`src/rtl/aes_round_ctrl.sv`:
```
// Iterative AES round sequencer: holds the cipher state and steps one external
// combinational round datapath per cycle, fetching round keys by index.
module aes_round_ctrl #(
  parameter int NUM_ROUNDS = 10
) (
  input  logic         clk,
  input  logic         reset,
  input  logic         in_valid,
  output logic         in_ready,
  input  logic [127:0] in_data,
  output logic [3:0]   rk_idx,
  input  logic         rk_valid,
  input  logic [127:0] round_key,
  output logic [127:0] dp_state,
  output logic         dp_last,
  input  logic [127:0] dp_result,
  output logic         out_valid,
  input  logic         out_ready,
  output logic [127:0] out_data,
  output logic         busy
);

  // state  | meaning
  // IDLE   | waiting for plaintext, in_ready high
  // WHITEN | initial AddRoundKey with key 0
  // ROUND  | one datapath round per valid key, rk_idx 1..NUM_ROUNDS
  // DONE   | ciphertext held on out_data until out_ready
  typedef enum logic [1:0] {IDLE, WHITEN, ROUND, DONE} fsm_t;

  localparam logic [3:0] LAST_IDX = 4'(NUM_ROUNDS);

  fsm_t         cur, nxt;
  logic [127:0] st_q, st_d;
  logic [3:0]   idx_q, idx_d;

  always_ff @(posedge clk or negedge reset) begin
    if (!reset) begin
      cur   <= IDLE;
      st_q  <= '0;
      idx_q <= '0;
    end else begin
      cur   <= nxt;
      st_q  <= st_d;
      idx_q <= idx_d;
    end
  end

  always_comb begin
    nxt       = cur;
    st_d      = st_q;
    idx_d     = idx_q;
    in_ready  = 1'b0;
    out_valid = 1'b0;
    dp_last   = 1'b0;
    case (cur)
      IDLE: begin
        // gated so in_ready reads low for the whole time reset is held
        in_ready = reset;
        if (in_valid && reset) begin
          st_d  = in_data;
          idx_d = '0;
          nxt   = WHITEN;
        end
      end
      WHITEN: begin
        if (rk_valid) begin
          st_d  = st_q ^ round_key;
          idx_d = 4'd1;
          nxt   = ROUND;
        end
      end
      ROUND: begin
        dp_last = (idx_q == LAST_IDX);
        if (rk_valid) begin
          st_d = dp_result;
          if (idx_q == LAST_IDX) nxt = DONE;
          else idx_d = idx_q + 4'd1;
        end
      end
      DONE: begin
        out_valid = 1'b1;
        if (out_ready) begin
          nxt   = IDLE;
          idx_d = '0;
        end
      end
      default: nxt = IDLE;
    endcase
  end

  assign busy     = (cur != IDLE);
  assign rk_idx   = idx_q;
  assign dp_state = st_q;
  assign out_data = st_q;

endmodule

```
`config.mk`:
```
export PLATFORM = sky130hd
export DESIGN_NAME = aes_round_ctrl
export DESIGN_NICKNAME = d
export VERILOG_FILES = /design/src/rtl/aes_round_ctrl.sv
export SDC_FILE = /design/constraint.sdc
export NUM_CORES = 1
export LEC_CHECK = 0
export BUFFER_PORTS_ARGS = -buffer_cell sky130_fd_sc_hd__buf_2
export CORE_AREA = 2 2 252 254
export CTS_BUF_LIST = sky130_fd_sc_hd__clkbuf_8
export DETAILED_ROUTE_END_ITERATION = 8
export DIE_AREA = 0 0 254 256
export PLACE_DENSITY = 0.33
export SYNTH_ARGS = -nofsm -noshare
export SYNTH_HDL_FRONTEND = slang
export SYNTH_SLANG_ARGS = --single-unit
export TNS_END_PERCENT = 10
```
`constraint.sdc`:
```
create_clock -name clk -period 2.82 [get_ports clk]
set_clock_uncertainty 0.15 [all_clocks]
set_input_delay 0.423 -clock clk [delete_from_list [all_inputs] [get_ports clk]]
set_output_delay 0.423 -clock clk [all_outputs]
set_load 0.02 [all_outputs]
```
==> impl_metrics.py, run 1 <==
metrics = {
    "run_status": {
        "status": "complete, no violations",
    },
    "global_route": {
        "antenna_found_initial": 7,
        "grtUsageTotal": 0.136,
        "grt_max_degree": 135,
        "grt_pass1_wl_um": 68200,
        "globalRouteOverflowTotal": 0,
        "grt_pass1_vias": 11500,
    },
    "power_and_ir_drop": {
        "total_leakage_power_uw": 0.00665,
        "power.internal_uw": 8490,
        "vdd_drop_max_mv": 0.647,
        "p_per_area_nw_per_um2": 1310,
        "power.switching_uw": 10600,
        "clock_power_share": 0.082,
        "p_seq_frac": 0.217,
        "swShare": 0.555,
        "comb_power_share": 0.701,
    },
    "critical_path": {
        "endpoint": "dp_state[70]$_DFFE_PN0P_",
        "startpoint": "cur[0]$_DFFE_PN0P_",
        "rrSetupSlack_ns": 0.24,
        "worstPathMaxFanout": 57,
        "endpoint_kind": "register",
        "path_cells": "inv_2, ha_4, nand2_8, buf_12, nor2_1, o21ai_0, o21ai_1, dlygate4sd3_1",
        "cpMaxStageDelayCell": "dlygate4sd3_1",
        "path_class": "register to register",
        "start_kind": "register",
        "r2r-end": "dp_state[70]$_DFFE_PN0P_",
        "required_ns": 3.09,
        "r2r_cells": 8,
        "reg2reg_from": "cur[0]$_DFFE_PN0P_",
        "slowest_delay_ns": 0.55,
        "critPathArrivalTime_ns": 2.85,
    },
    "place": {
        "place_area_um2": 12700,
        "preCtsSetupSlack_ns": 0.497,
        "place.gp.congestion": 0.771,
        "portBuffers": 652,
        "place_hpwl_um": 32500,
    },
    "timing": {
        "rsz0062_at_grt": "false",
        "fin_crit_sh": 0.916,
        "fin_hold_ws_ns": 0.0745,
        "worstMarginPinSlew_ns": 0.853,
        "max_freq_ghz": 0.387,
        "hold_viol": 0,
        "setup_viol": 0,
        "timing.slew.headroom": 0.431,
        "finalCriticalPeriod_ns": 2.58,
        "slew_violations": 0,
        "fin_ws_ns": 0.237,
        "tns_ns": 0,
    },
    "routing": {
        "antenna_left": 0,
        "wl_per_cell_um": 16.7,
        "drt_pass1_iterations": 4,
        "via_per_inst": 4.11,
        "drc": 0,
        "vias": 11400,
        "finalWirelength_um": 46400,
        "drt_iter0_markers": 507,
    },
    "yosys": {
        "ys_warn_count": 0,
        "ys_ff_latch": 134,
        "yosysSeqAreaShare": 0.356,
        "synthCells": 1301,
        "synth_nets": 1698,
        "synth.distinct_cells": 31,
        "synth_area_per_cell_um2": 7.24,
        "synth_area_um2": 9420,
    },
    "die": {
        "die_x_um": 254,
        "rows": 92,
        "die-area_um2": 65000,
        "ios": 653,
        "die_y_um": 256,
        "start_util": 0.151,
        "core_um2": 62400,
    },
    "cts": {
        "cts_setup_buffers": 0,
        "cts.clk_slew.worst_paths_ns": 0.09,
        "clk_path_buf_depth": 2,
        "clock_sinks": 134,
        "htree_levels": 4,
        "cts_tree": "built",
        "insertion_delay_ns": 0.52,
        "cts_made_buffers": 17,
        "cts_root_buf": "clkbuf_8",
    },
    "final_layout": {
        "fin_area_um2": 14600,
        "design.final.nets": 2311,
        "syn_to_final_growth_pct": 54.8,
        "n_fill_cell": 7122,
        "layout-drive-gt1-share": 0.371,
    },
    "worst_hold_path": {
        "hp-class": "primary input to register",
    },
    "flow_run": {
        "maxCapViolCount": 0,
    },
}
==> registers in the layout, summed over array words and instances (netlist names) <==
register  flops
dp_state    128
rk_idx        4
cur           2
==> worst max-delay path, delay by kind of cell (launching register included) <==
kind	cells	cell delay [ns]
DFF	1	0.44
buffers and inverters	3	1.01
AOI/OAI and AO/OA	2	0.23
and+or+nand+nor	2	0.28
adders and majority gates	1	0.28
==> cell usage in the layout (no fill, tap or decap), types with 2 or more instances in the layout <==
master and count:
ha_4 3, clkinvlp_4 3, buf_6 2, buf_12 12, inv_2 2, diode_2 5, and2_1 2, o21ai_0 363
ha_1 5, dlygate4sd3_1 149, nor2b_1 2, buf_2 651, buf_4 6, clkinv_2 4, o21ai_1 22, mux2_2 2
o211ai_1 127, clkbuf_8 18, nand2_1 257, inv_1 7, nor2_1 132, nand3_1 2, dfrtp_1 133
==> what timing repair did <==
action	CTS	global route
endpoints found under the setup margin	0	20
gates resized for setup	0	8
hold buffers	149	0
endpoints found under the hold margin	247	0
==> Yosys cell counts <==
cell type  instances  area (um2)
o21ai_0          364        1820
nand2_1          258         968
dfrtp_1          134        3350
nor2_1           132         495
buf_4            128         961
o211ai_1         127         953
buf_2             57         285
clkbuf_1          42         158
o21ai_1           21         105
ha_1               8         100
inv_1              6        22.5
and2_1             2        12.5
mux2_2             2        22.5
nand3_1            2        10.0
nor2b_1            2        12.5
a211o_1            1        8.76
a21oi_1            1        5.00
a221o_1            1        10.0
and3_4             1        11.3
and4_1             1        8.76
buf_1              1        3.75
mux2i_1            1        10.0
nand3b_1           1        7.51
nor2_4             1        11.3
nor3_1             1        5.00
nor4_1             1        6.26
o221ai_2           1        15.0
o22ai_2            1        12.5
o31ai_1            1        7.51
o41ai_1            1        8.76
or3_4              1        11.3
==> routing by layer <==
metal	GRT usage	vias up	wire, um
li1	-	5593	-
met1	0.157	5392	19000
met2	0.246	372	24100
met3	0.0353	37	2590
met4	0.0387	4	643
met5	0	-	24
==> worst min path at each step <==
stage / slack [ns] / cells after the start / startpoint / to
after CTS: 0.0001 / 4 / round_key[119] / dp_state[119]$_DFFE_PN0P_
after detailed placement: 0.39 / 2 / dp_state[87]$_DFFE_PN0P_ / dp_state[87]$_DFFE_PN0P_
after global routing: 0.04 / 3 / in_data[1] / dp_state[1]$_DFFE_PN0P_
after global placement: 0.39 / 2 / dp_state[40]$_DFFE_PN0P_ / dp_state[40]$_DFFE_PN0P_
final: 0.07 / 3 / in_data[79] / dp_state[79]$_DFFE_PN0P_
after floorplan: -0.02 / 0 / reset / cur[0]$_DFFE_PN0P_
==> layout make-up <==
cell class                 instances  area [um2]  share of cell area
sequential                       134        3350               0.230
inverter                           6        22.5             0.00154
clock inverter                    12        92.6             0.00635
antenna                            5        12.5            0.000857
clock buffer                      18         248              0.0170
tap                              846        1060              0.0725
timing repair buffer             822        5100               0.349
multi-input combinational        933        4710               0.323
==> cell families (layout without fill, tap and decap cells) <==
| logic type | count (synthesis) | in the layout | synth area share |
|---|---|---|---|
| buffers and inverters | 234 | 858 | 0.152 |
| adders and majority gates | 8 | 8 | 0.0106 |
| AOI/OAI and AO/OA | 519 | 519 | 0.313 |
| DFF | 134 | 134 | 0.356 |
| and+or+nand+nor | 403 | 403 | 0.166 |
| other | 0 | 5 | 0 |
| muxes | 3 | 3 | 0.00345 |
==> stage by stage <==
step	std cells	util	total power [uW]
floorplan	1301	-	13300
global placement	2590	0.204	16800
detailed placement	2590	0.204	16900
CTS	2769	0.233	19300
global route	2776	0.234	21000
finish	2776	0.234	19100
==> power by group through the flow <==
stage / registers (uW) / clock network [uW] / logic, uW
2_1_floorplan: 4880 / 0 / 8430
3_3_place_gp: 4150 / 0 / 12700
3_5_place_dp: 4170 / 0 / 12800
4_1_cts: 4150 / 1720 / 13400
5_1_grt: 4310 / 1770 / 15000
6_report: 4130 / 1570 / 13400
Note: power is estimated with default switching activity, not from simulation.
==> run 2: changes to the inputs <==
Settings changed: CORE_AREA 2 2 252 254 to 2 2 256 258, DIE_AREA 0 0 254 256 to 0 0 258 260, PLACE_DENSITY 0.33 to 0.32, REMOVE_ABC_BUFFERS from default to 1.
==> run 2 against run 1 <==
Setup slack got worse by 0.099 ns. Via count up 4.3%. Combinational power up 17%. Critical endpoint is now dp_state[82]$_DFFE_PN0P_. Global-route usage is 0.14 points higher. Clock power grew 33%. Highest routed layer unchanged. Critical path depth rose by 1. Largest cell class unchanged. Die area grew 3.2%. Largest power group unchanged. Non-clock buffer count rose by 72. Fmax down 3.7%. Wire length increased by 9.0%. Count of clock-buffer cells in the layout increased by 1. Power grew 15%.
==> impl_metrics.py, run 2 (synthesis gave the netlist of run 1 again) <==
metrics = {
    "cts": {
        "clk_path_buf_depth": 2,
        "cts_tree": "built",
        "clock_sinks": 134,
        "htree_levels": 4,
        "cts.clk_slew.worst_paths_ns": 0.10,
        "cts_made_buffers": 17,
        "cts_root_buf": "clkbuf_8",
        "insertion_delay_ns": 0.54,
    },
    "final_layout": {
        "final-seq-area_um2": 3350,
        "layout-drive-gt1-share": 0.363,
        "design.final.nets": 2383,
        "final_cells": 2860,
        "n_fill_cell": 7240,
        "fin_area_um2": 15600,
        "final_common_cell": "buf_2",
        "final_cell_mix": "buf_2, o21ai_0, nand2_1",
        "syn_to_final_growth_pct": 65.1,
        "multi_input_area_um2": 4710,
        "largest_reg_flops": 128,
    },
    "timing": {
        "setup_viol": 0,
        "fin_ws_ns": 0.138,
        "fin_crit_sh": 0.951,
        "finalCriticalPeriod_ns": 2.68,
        "max_freq_ghz": 0.373,
        "hold_viol": 0,
        "timing.slew.headroom": 0.408,
        "fin_hold_ws_ns": 0.0856,
        "slew_violations": 0,
        "worstMarginPinSlew_ns": 0.888,
        "rsz0062_at_grt": "false",
    },
    "worst_hold_path": {
        "hp-class": "primary input to register",
        "hold_start": "round_key[9]",
        "min_delay_path_depth": 4,
        "min_to": "dp_state[9]$_DFFE_PN0P_",
    },
    "global_route": {
        "grt_max_degree": 135,
        "globalRouteOverflowTotal": 0,
        "antenna_found_initial": 10,
        "grtUsageTotal": 0.138,
        "grt_pass1_vias": 11800,
        "grt_pass1_wl_um": 71100,
    },
    "die": {
        "start_util": 0.147,
        "rows": 93,
        "die_y_um": 260,
        "die-area_um2": 67100,
        "core_um2": 64100,
        "ios": 653,
        "die_x_um": 258,
    },
    "critical_path": {
        "r2r_cells": 9,
        "endpoint_kind": "register",
        "path_class": "register to register",
        "critPathArrivalTime_ns": 2.98,
        "start_kind": "register",
        "rrSetupSlack_ns": 0.14,
        "worstPathMaxFanout": 65,
        "r2r-end": "dp_state[82]$_DFFE_PN0P_",
        "required_ns": 3.12,
        "reg2reg_from": "cur[0]$_DFFE_PN0P_",
    },
    "routing": {
        "vias": 11900,
        "via_per_inst": 4.16,
        "drc": 0,
        "drt_iter0_markers": 589,
        "antenna_left": 0,
        "drt_pass1_iterations": 4,
        "wl_per_cell_um": 17.7,
        "finalWirelength_um": 50600,
    },
    "power_and_ir_drop": {
        "total_leakage_power_uw": 0.00712,
        "power.internal_uw": 10600,
        "vdd_drop_max_mv": 0.770,
        "comb_power_share": 0.717,
        "power.switching_uw": 11200,
        "p_per_area_nw_per_um2": 1410,
        "p_seq_frac": 0.187,
        "clock_power_share": 0.095,
        "p_total_uw": 21900,
        "swShare": 0.513,
    },
    "place": {
        "dp_cells": 2597,
        "place_area_um2": 12700,
        "portBuffers": 652,
        "place_hpwl_um": 33700,
        "preCtsSetupSlack_ns": 0.565,
        "place.gp.congestion": 0.785,
    },
    "run_status": {
        "status": "complete, no violations",
    },
    "flow_run": {
        "maxCapViolCount": 0,
    },
}
[run 2: changes by cell type in the layout (fill, tap and decap cells not counted), sizes merged]
cell / previous run / this run
clkinvlp: 3 / 0
dlygate4sd3: 149 / 212
diode: 5 / 7
clkinv: 5 / 6
clkbuf: 19 / 25
inv: 9 / 7
buf: 672 / 676
bufinv: 1 / 5
[run 2: final cells by class]
class | instances | area share
Antenna cell | 7 | 0.00113
Clock buffer | 19 | 0.0168
Clock inverter | 12 | 0.0129
Inverter | 6 | 0.00145
Multi-Input combinational cell | 933 | 0.302
Sequential cell | 134 | 0.216
Tap cell | 855 | 0.0687
Timing Repair Buffer | 894 | 0.381
[run 2: worst max path at each step]
stage                        from                        end  depth (start not counted)
2_1_floorplan  cur[0]$_DFFE_PN0P_  dp_state[105]$_DFFE_PN0P_                          6
3_3_place_gp   cur[0]$_DFFE_PN0P_   dp_state[57]$_DFFE_PN0P_                          6
3_5_place_dp   cur[0]$_DFFE_PN0P_   dp_state[39]$_DFFE_PN0P_                          6
4_1_cts        cur[0]$_DFFE_PN0P_  dp_state[109]$_DFFE_PN0P_                          7
5_1_grt        cur[1]$_DFFE_PN0P_   dp_state[47]$_DFFE_PN0P_                          9
6_report       cur[0]$_DFFE_PN0P_   dp_state[82]$_DFFE_PN0P_                          9
[run 2: power groups by stage]
stage	Combinational, uW	Clock (uW)	Sequential [uW]
2_1_floorplan	4040	0	6000
3_3_place_gp	12600	0	4130
3_5_place_dp	12700	0	4140
4_1_cts	14800	2220	4120
5_1_grt	17300	2270	4260
6_report	15700	2090	4100
[run 2: critical path, cell delays in order (launching register included)]
cell and delay [ns]:
dfrtp_1 0.42, inv_1 0.17, ha_4 0.23, nor2_4 0.12
o221ai_4 0.15, buf_4 0.16, clkbuf_16 0.21, o21ai_0 0.23
o21ai_0 0.11, dlygate4sd3_1 0.57
[run 2: timing repair]
action / CTS / global route
hold buffers: 212 / 0
setup buffers: 0 / 8
setup endpoints to repair: 0 / 59
gates resized for setup: 0 / 16
endpoints found under the hold margin: 259 / 0
[run 2: per-stage QoR]
stage	TNS, ns	utilization
floorplan	-696.40	-
global placement	0	0.198
detailed placement	0	0.198
CTS	0	0.238
global route	0	0.243
finish	0	0.243
[run 2: layer usage]
| layer | up-vias | track usage | routed length (um) | part of all wire |
|---|---|---|---|---|
| met5 | - | 0 | 24 | 0.00047 |
| met4 | 4 | 0.0409 | 667 | 0.013 |
| met3 | 38 | 0.0324 | 2470 | 0.049 |
| met2 | 352 | 0.237 | 25600 | 0.51 |
| met1 | 5745 | 0.171 | 21800 | 0.43 |
| li1 | 5745 | - | - | - |
